<file path="src/rtl/systolic_pkg.sv">
// Shared types for the systolic operand feeder.
// Array size, lane width, feeder FSM states and lane data type.
package systolic_pkg;

    localparam int N    = 4;
    localparam int DW   = 16;
    localparam int CNTW = 16;

    typedef enum logic [1:0] {
        IDLE,
        STREAM,
        FLUSH,
        DONE
    } feeder_state_t;

    typedef logic [DW-1:0] lane_t;

endpackage

</file>
<file path="src/rtl/skew_line.sv">
// DEPTH-stage shift register used to skew one array edge lane.
// Ports: clk, rst (sync, active-high), d (stage 0 input), q (last stage).
module skew_line #(
    parameter int DEPTH = 1,
    parameter int DW    = 16
) (
    input  logic          clk,
    input  logic          rst,
    input  logic [DW-1:0] d,
    output logic [DW-1:0] q
);
    import systolic_pkg::*;

    logic [DW-1:0] sr [DEPTH];

    always_ff @(posedge clk) begin
        if (rst) begin
            for (int k = 0; k < DEPTH; k++) begin
                sr[k] <= '0;
            end
        end else begin
            sr[0] <= d;
            for (int k = 1; k < DEPTH; k++) begin
                sr[k] <= sr[k-1];
            end
        end
    end

    assign q = sr[DEPTH-1];

endmodule

</file>
<file path="src/rtl/systolic_skew_feeder.sv">
// Diagonally skewed operand injector for the west/north edges of an NxN array.
// Ports: clk, rst, s_valid/s_ready/s_row/s_col/s_last (beat in),
//        west_row_out, north_col_out (edges), tile_start, tile_done, beat_count.
module systolic_skew_feeder #(
    parameter int N    = 4,
    parameter int DW   = 16,
    parameter int CNTW = 16
) (
    input  logic            clk,
    input  logic            rst,
    input  logic            s_valid,
    output logic            s_ready,
    input  logic [N*DW-1:0] s_row,
    input  logic [N*DW-1:0] s_col,
    input  logic            s_last,
    output logic [N*DW-1:0] west_row_out,
    output logic [N*DW-1:0] north_col_out,
    output logic            tile_start,
    output logic            tile_done,
    output logic [CNTW-1:0] beat_count
);
    import systolic_pkg::*;

    // Flush covers lane skew (N-1), propagation across the array (N-1)
    // and the final accumulate (1).
    localparam int FW = (2*N > 2) ? $clog2(2*N) : 1;
    localparam logic [FW-1:0] FLUSH_LAST = FW'(2*N-2);

    feeder_state_t state;
    feeder_state_t state_nx;
    logic [FW-1:0] fcnt;
    logic          accept;

    assign s_ready    = ~rst & ((state == IDLE) | (state == STREAM));
    assign accept     = s_valid & s_ready;
    assign tile_start = accept & (state == IDLE);
    assign tile_done  = ~rst & (state == DONE);

    always_comb begin
        state_nx = state;
        unique case (state)
            IDLE: begin
                if (accept) begin
                    state_nx = s_last ? FLUSH : STREAM;
                end
            end
            STREAM: begin
                if (accept && s_last) begin
                    state_nx = FLUSH;
                end
            end
            FLUSH: begin
                if (fcnt == FLUSH_LAST) begin
                    state_nx = DONE;
                end
            end
            DONE: begin
                state_nx = IDLE;
            end
        endcase
    end

    always_ff @(posedge clk) begin
        if (rst) begin
            state      <= IDLE;
            fcnt       <= '0;
            beat_count <= '0;
        end else begin
            state <= state_nx;
            if (state == FLUSH) begin
                fcnt <= fcnt + 1'b1;
            end else begin
                fcnt <= '0;
            end
            if (tile_start) begin
                beat_count <= CNTW'(1);
            end else if (accept && (beat_count != '1)) begin
                beat_count <= beat_count + 1'b1;
            end
        end
    end

    // Non-accept cycles inject zeros so the row/col wavefronts stay aligned.
    for (genvar i = 0; i < N; i++) begin : g_lane
        logic [DW-1:0] row_d;
        logic [DW-1:0] col_d;

        assign row_d = accept ? s_row[i*DW +: DW] : '0;
        assign col_d = accept ? s_col[i*DW +: DW] : '0;

        skew_line #(.DEPTH(i+1), .DW(DW)) u_row (
            .clk (clk),
            .rst (rst),
            .d   (row_d),
            .q   (west_row_out[i*DW +: DW])
        );

        skew_line #(.DEPTH(i+1), .DW(DW)) u_col (
            .clk (clk),
            .rst (rst),
            .d   (col_d),
            .q   (north_col_out[i*DW +: DW])
        );
    end

endmodule

</file>
<file path="config.mk">
export PLATFORM = sky130hd
export DESIGN_NAME = systolic_skew_feeder
export DESIGN_NICKNAME = d
export VERILOG_FILES = /design/src/rtl/systolic_pkg.sv /design/src/rtl/skew_line.sv /design/src/rtl/systolic_skew_feeder.sv
export SDC_FILE = /design/constraint.sdc
export NUM_CORES = 1
export LEC_CHECK = 0
export CORE_ASPECT_RATIO = 0.75
export CORE_MARGIN = 2
export CORE_UTILIZATION = 44
export DETAILED_ROUTE_END_ITERATION = 8
export PLACE_DENSITY_LB_ADDON = 0.05
export SLEW_MARGIN = 20
export SYNTH_ARGS = -nofsm -noshare
export SYNTH_HDL_FRONTEND = slang
export SYNTH_HIERARCHICAL = 1
export SYNTH_SLANG_ARGS = --single-unit
export TNS_END_PERCENT = 30
</file>
<file path="constraint.sdc">
create_clock -name clk -period 1.9 [get_ports clk]
set_input_delay 0.57 -clock clk [delete_from_list [all_inputs] [get_ports clk]]
set_output_delay 0.57 -clock clk [all_outputs]
set_load 0.01 [all_outputs]
</file>
==> results.txt <==
EDFF count, synth = 0
Worst Hold Slack = 0.416 ns
Ys Warns = 6
min Tclk post-route = 1.97 ns
Max Transition Viols Final = 0
first-pass GRT wire length = 33.4 mm
syn_area_per_cell = 11.4 sq um
DIE WIDTH = 192 um
crit path max fanout = 3
crit path capture type = output pin
Routed WL = 21.4 mm
clk_lat worst skew = 0.51 ns
Total Power = 0.0161 W
routed vias = 6932
Synth Register Bits = 341
top_reg_cell synth = dfxtp_1
Hold Buf Count CTS = 0
Setup CP Type = reg -> out
Final WS setup = -0.0666 ns
Post-Syn Instances = 1022
CTS tree = done
total die area = 27800 sq um
grt ovf = 0
setup slack, reg-to-reg = -0.05 ns
Final Skew = 0.0247 ns
Slew HR = 0.446
pin count of the biggest net entering global routing = 137
max_cap viols = 0
wire per inst = 13.2 um
H-Tree Depth = 2
Area after DPL = 14300 sq um
Pre-Repair DR Iteration Count = 4
crit start category = flip-flop
clk slew on worst S/H paths = 0.07 ns
Layout area overhead = 31.9%
RSZ-0062 raised after global routing = true
row count = 51
Sink Count = 341
routed vias/inst = 4.27
Seq/Total Area, Yosys = 0.586
I/O pin count = 279
Power per Cell Area = 1050 nW/um^2
Synth cell types = 42
total core area = 26000 sq um
Longest Clk Path Bufs = 3
Port Buffers = 278
Post-Synthesis Net Count = 1161
final-report hold violation count = 0
share of cells above drive strength 1 = 0.213
Tcrit/Tclk final = 1.04
die span in y = 145 um
antenna viol nets, final = 0
most common cell after layout, fill and taps aside = dfxtp_1
Residual DRC = 0
HPWL Detailed = 14.3 mm
leakage = 6.62 nW
Slew @ Worst Pin = 0.831 ns
worst-case vdd ir drop = 876 uV
Placed Cells incl. Taps = 1562
Setup violations, final = 5
FMAX = 508 MHz
worst path arrival time = 1.40 ns
# fillers = 2233
diode count = 0
Hold Path Class = in -> reg
Final Non-Filler Cells = 1624
failing checks = negative setup slack
CTS buffer count = 34
Synth Cell Area = 11600 sq um
Total Routing Usage GR = 0.153
Final Net Count = 1394
CTS Root Cell = clkbuf_16
vias in the first global route = 6406
initial core utilization = 0.449
FFs w/ async S/R, synth = 0
final RePlAce weighted congestion = 0.826
Iteration-0 DRC Markers = 264
dpl ws = -0.547 ns
final instance area = 15400 sq um
most frequent cells in the layout = dfxtp_1, nor2b_1, dlygate4sd2_1
worst path required time = 1.33 ns
initial antenna violation count = 1
status = complete, but fails checks
## kinds of logic after synthesis
family	share of synthesized area
AOI/OAI and AO/OA	0.0179
xor gates and xnor gates	0.000752
and+or+nand+nor	0.306
DFF	0.586
adders and majority gates	0.00752
muxes	0.00430
buffers and inverters	0.0778
## cell usage after synthesis (2+ instances only)
cell type / n / area, sq um
nor4_1: 4 / 25.0
and2_1: 129 / 807
o31ai_1: 3 / 22.5
nor2b_1: 177 / 1110
o21ai_0: 4 / 20.0
a21oi_1: 10 / 50.1
nor3_1: 3 / 15.0
mux2i_1: 5 / 50.1
nand4_1: 5 / 31.3
or4_1: 5 / 37.5
nor4b_1: 3 / 26.3
clkbuf_1: 19 / 71.3
buf_8: 4 / 60.1
nand2b_1: 4 / 25.0
dfxtp_1: 341 / 6830
inv_1: 4 / 15.0
nand2_1: 9 / 33.8
ha_1: 7 / 87.6
a21o_1: 2 / 15.0
buf_4: 70 / 526
and2b_2: 12 / 105
a31oi_1: 4 / 25.0
nor2b_2: 134 / 1170
buf_2: 4 / 20.0
nor2_1: 13 / 48.8
buf_6: 19 / 214
and4_1: 4 / 35.0
and3_1: 3 / 18.8
a211oi_1: 2 / 15.0
nand3_1: 7 / 35.0
## routing by layer
metal / GRT usage / wire length (um)
met5: 0 / 16
met4: 0.0485 / 432
met2: 0.245 / 9740
met1: 0.195 / 9610
met3: 0.0474 / 1630
## power by group
part / internal, W / switching (W)
Combinational: 0.00108 / 0.000838
Clock: 0.00394 / 0.00268
Sequential: 0.00746 / 0.0000743
Total: 0.0125 / 0.00359
## worst max-delay path: stages, from the launching register on
cell	delay, ns
dfxtp_4	0.35
buf_6	0.12
ha_4	0.16
nor2_4	0.09
nor2_2	0.04
buf_2	0.13
## path summary, 6_finish.rpt
| kind | end | depth (start not counted) | startpoint |
|---|---|---|---|
| worst min-delay path | beat_count[0] | 3 | rst |
| worst min register to register | g_lane[3].u_row/sr[2][14] | 1 | g_lane[3].u_row/sr[1][14] |
| worst max register to register | beat_count[11] | 7 | state[1] |
| worst max-delay path | s_ready | 5 | state[0] |
## through the flow
stage               setup TNS, ns   util
CTS                        -0.341  0.589
global route               -0.533  0.592
global placement           -44.54  0.550
floorplan                 -0.0139      -
detailed placement         -47.58  0.550
finish                     -0.211  0.592
## state kept, by name, indices dropped and copies added, names as in the netlist
signal,count
beat_count,16
fcnt,3
g_lane.u_col/sr,160
g_lane.u_row/sr,160
state,2
## repair_timing
item	CTS	global route
setup endpoints to repair	148	14
buffers inserted	1	0
pin swaps	4	2
gates resized for setup	183	17
## layout make-up
type / instances / area (sq um) / area share
clock buffer: 52 / 1040 / 0.0678
clock inverter: 9 / 90.1 / 0.00586
inverter: 4 / 15.0 / 0.000977
multi-input combinational: 561 / 4020 / 0.262
sequential: 341 / 6850 / 0.446
tap: 344 / 430 / 0.0280
timing repair buffer: 313 / 2920 / 0.190
(Power assumes the default switching activity.)
==> variant (same flow settings) <==
Register the output `beat_count` once more, cleared by the reset; this adds one clock of latency there. The other outputs are not delayed to match.
--- a/src/rtl/systolic_skew_feeder.sv
+++ b/src/rtl/systolic_skew_feeder.sv
@@ -27,2 +27,4 @@
     localparam logic [FW-1:0] FLUSH_LAST = FW'(2*N-2);
+
+    logic [CNTW-1:0] beat_count_s0;
 
@@ -66,3 +68,3 @@
             fcnt       <= '0;
-            beat_count <= '0;
+            beat_count_s0 <= '0;
         end else begin
@@ -75,5 +77,5 @@
             if (tile_start) begin
-                beat_count <= CNTW'(1);
-            end else if (accept && (beat_count != '1)) begin
-                beat_count <= beat_count + 1'b1;
+                beat_count_s0 <= CNTW'(1);
+            end else if (accept && (beat_count_s0 != '1)) begin
+                beat_count_s0 <= beat_count_s0 + 1'b1;
             end
@@ -105,2 +107,10 @@
 
+    always_ff @(posedge clk) begin
+        if (rst) begin
+            beat_count <= '0;
+        end else begin
+            beat_count <= beat_count_s0;
+        end
+    end
+
 endmodule
Behaviour: not the same (Yosys sat finds a counterexample within 4 cycles, from zero or initial values and one cycle with rst high).
==> variant against the original RTL <==
The flow still finishes with violations (negative setup slack). Non-clock buffer count up 9. Power up 7.5%. Maximum frequency shrank 0.37%. Register-to-register slack better by 0.06 ns. Via count up 6.7%. Area after synthesis rose by 4.0%. Final area grew 3.3%. Setup slack got worse by 0.0074 ns. Combinational power increased by 33%. Sequential cell count increased by 16. Sequential share of layout area is 0.49 points higher. Wire length up 11%. Synthesized cell count increased by 4.4%. Global-route usage is 1.2 points higher. Critical path type unchanged. Largest power group unchanged.
==> variant: results (changes against the original RTL) <==
| Metric | Value |
|---|---|
| Largest net degree at the start of global routing | `127 (-7.3%)` |
| Synthesized net count | `1206 (+3.9%)` |
| Failing checks | `negative setup slack` |
| Highest Signal Layer | `met4` |
| Diode count | `0 (unchanged)` |
| Crit Path Max Fanout | `3 (unchanged)` |
| Final net count | `1435 (+2.9%)` |
| Slew headroom | `59.1% (+15 points)` |
| DR pass1 iterations | `4 (unchanged)` |
| Static Leak | `0.00717 uW (+8.3%)` |
| Peak VDD IR | `677 uV (-23%)` |
| Post-DP HPWL | `15300 um (+6.7%)` |
| Layout cells sized above 1 | `20.2% (-1.1 points)` |
| Synth area leader | `dfxtp_1` |
| Worst-Skew Late Latency | `0.51 ns (about the same)` |
| Final setup fails | `3 (-2)` |
| HP Class | `reg2reg` |
| Vias in the first global route | `7096 (+11%)` |
| Worst-path clk slew | `0.06 ns` |
| M1 WL | `10600 um (+11%)` |
| Initial antenna violation count | `0 (-1)` |
| Synth cell count leaders | `dfxtp_1, nor2b_1, nor2b_2` |
| Status | `finished, violations left` |
| Worst EP arrival | `1.40 ns (about the same)` |
| Final worst slack | `-0.0740 ns (-0.00739 ns)` |
| Sequential-to-total area share from yosys stat | `59.0% (+0.39 points)` |
| Largest regs | `g_lane.u_col/sr (160), g_lane.u_row/sr (160)` |
| Port bufs | `278 (unchanged)` |
| Root Driver | `clkbuf_16` |
| Met3 wire length | `1640 um (+1.0%)` |
| Netlist cell types | `42 (unchanged)` |
| Routed wl met2 | `11100 um (+14%)` |
| GPL Wtd Cong | `0.753 (-8.7%)` |
| Ys async rst share | `0% (unchanged)` |
| Clock buffer count from CTS | `36 (+5.9%)` |
| Final WL | `23800 um (+11%)` |
| Clock H-tree levels | `2 (unchanged)` |
| Total vias in the final route | `7396 (+6.7%)` |
| Final Skew | `0.0105 ns (-0.0143 ns)` |
| Synth top area cells | `dfxtp_1, nor2b_1, nor2b_2, and3_1, buf_4` |
| Final hold violation count | `0 (unchanged)` |
| Starting DRT DRC Count | `265 (+0.38%)` |
| Deepest clock path buffer count | `3 (unchanged)` |
| Dpl ws | `-0.540 ns (+0.00714 ns)` |
| Synth Warn # | `6 (unchanged)` |
| First-pass GRT wire length | `37800 um (+13%)` |
| Total Routing Usage GR | `16.4% (+1.2 points)` |
-- variant: cell count changes after synthesis, sizes merged, moves of 3 or more --
cell,delta
o31ai,+6
nor2b,+13
a21oi,+3
buf,+3
dfxtp,+16
a31oi,-3
and2,-128
or4,+4
and3,+126
nor4b,-3
clkbuf,+12
-- variant: critical path: stages (launching register included) --
cell and delay, ns:
dfxtp_4 0.35, buf_6 0.11, ha_4 0.16, nor2_4 0.10, nor2_2 0.04, buf_2 0.13
-- variant: path summary, 6_finish.rpt --
| kind | slack [ns] | cells past startpoint | startpoint | endpoint |
|---|---|---|---|---|
| hold reg to reg | 0.43 | 1 | g_lane[1].u_col/sr[0][13] | g_lane[1].u_col/sr[0][29] |
| hold / removal | 0.43 | 1 | g_lane[1].u_col/sr[0][13] | g_lane[1].u_col/sr[0][29] |
| setup reg to reg | 0.01 | 8 | state[0] | g_lane[0].u_row/sr[0][13] |
| setup / recovery | -0.07 | 5 | state[0] | s_ready |
-- variant: layout make-up --
type | instances | area (um^2)
flip-flops and latches | 357 | 7150
multi-input cells | 574 | 4080
well taps | 351 | 439
clock buffers | 52 | 1040
repair buffers | 322 | 3020
fillers | 2386 | 11100
clock inverters | 10 | 110
inverters | 5 | 18.8
-- variant: cells by family (layout without fill, tap and decap cells) --
| family | Yosys count | count (layout) | share of synthesized area, % |
|---|---|---|---|
| compound gates | 33 | 33 | 1.76 |
| xor+xnor | 1 | 1 | 0.0723 |
| fa+ha+maj | 7 | 7 | 0.723 |
| buf+inv | 136 | 389 | 7.94 |
| flops | 357 | 357 | 59.0 |
| mux | 4 | 4 | 0.330 |
| simple gates | 529 | 529 | 30.2 |
-- variant: stage by stage --
stage / total power (uW) / setup TNS, ns / instance area [um^2] / std cells / utilization [%]
global route: 18100 / -1.62 / 15900 / 1671 / 58.8
finish: 17300 / -0.145 / 15900 / 1671 / 58.8
detailed placement: 10400 / -35.33 / 14800 / 1602 / 54.7
CTS: 17500 / -0.194 / 15800 / 1670 / 58.6
global placement: 10400 / -33.06 / 14800 / 1602 / 54.7
floorplan: 9360 / 0 / 12100 / 1067 / -
-- variant: routing by layer --
| metal | GRT usage, % | vias up |
|---|---|---|
| met3 | 5.25 | 37 |
| li1 | - | 3811 |
| met5 | 0 | - |
| met1 | 20.4 | 3375 |
| met2 | 27.3 | 173 |
| met4 | 5.15 | 0 |
-- variant: where the power goes --
| group | total [uW] | leakage (uW) | internal (uW) | switching (uW) |
|---|---|---|---|---|
| clock | 6860 | 0.000554 | 4080 | 2780 |
| combinational | 2550 | 0.00373 | 1300 | 1250 |
| sequential | 7870 | 0.00289 | 7790 | 75.0 |
-- variant: repair_timing --
action	CTS	global route
buffers inserted	6	1
resized for setup	174	5
endpoints found under the setup margin	158	23
pin swaps	6	2
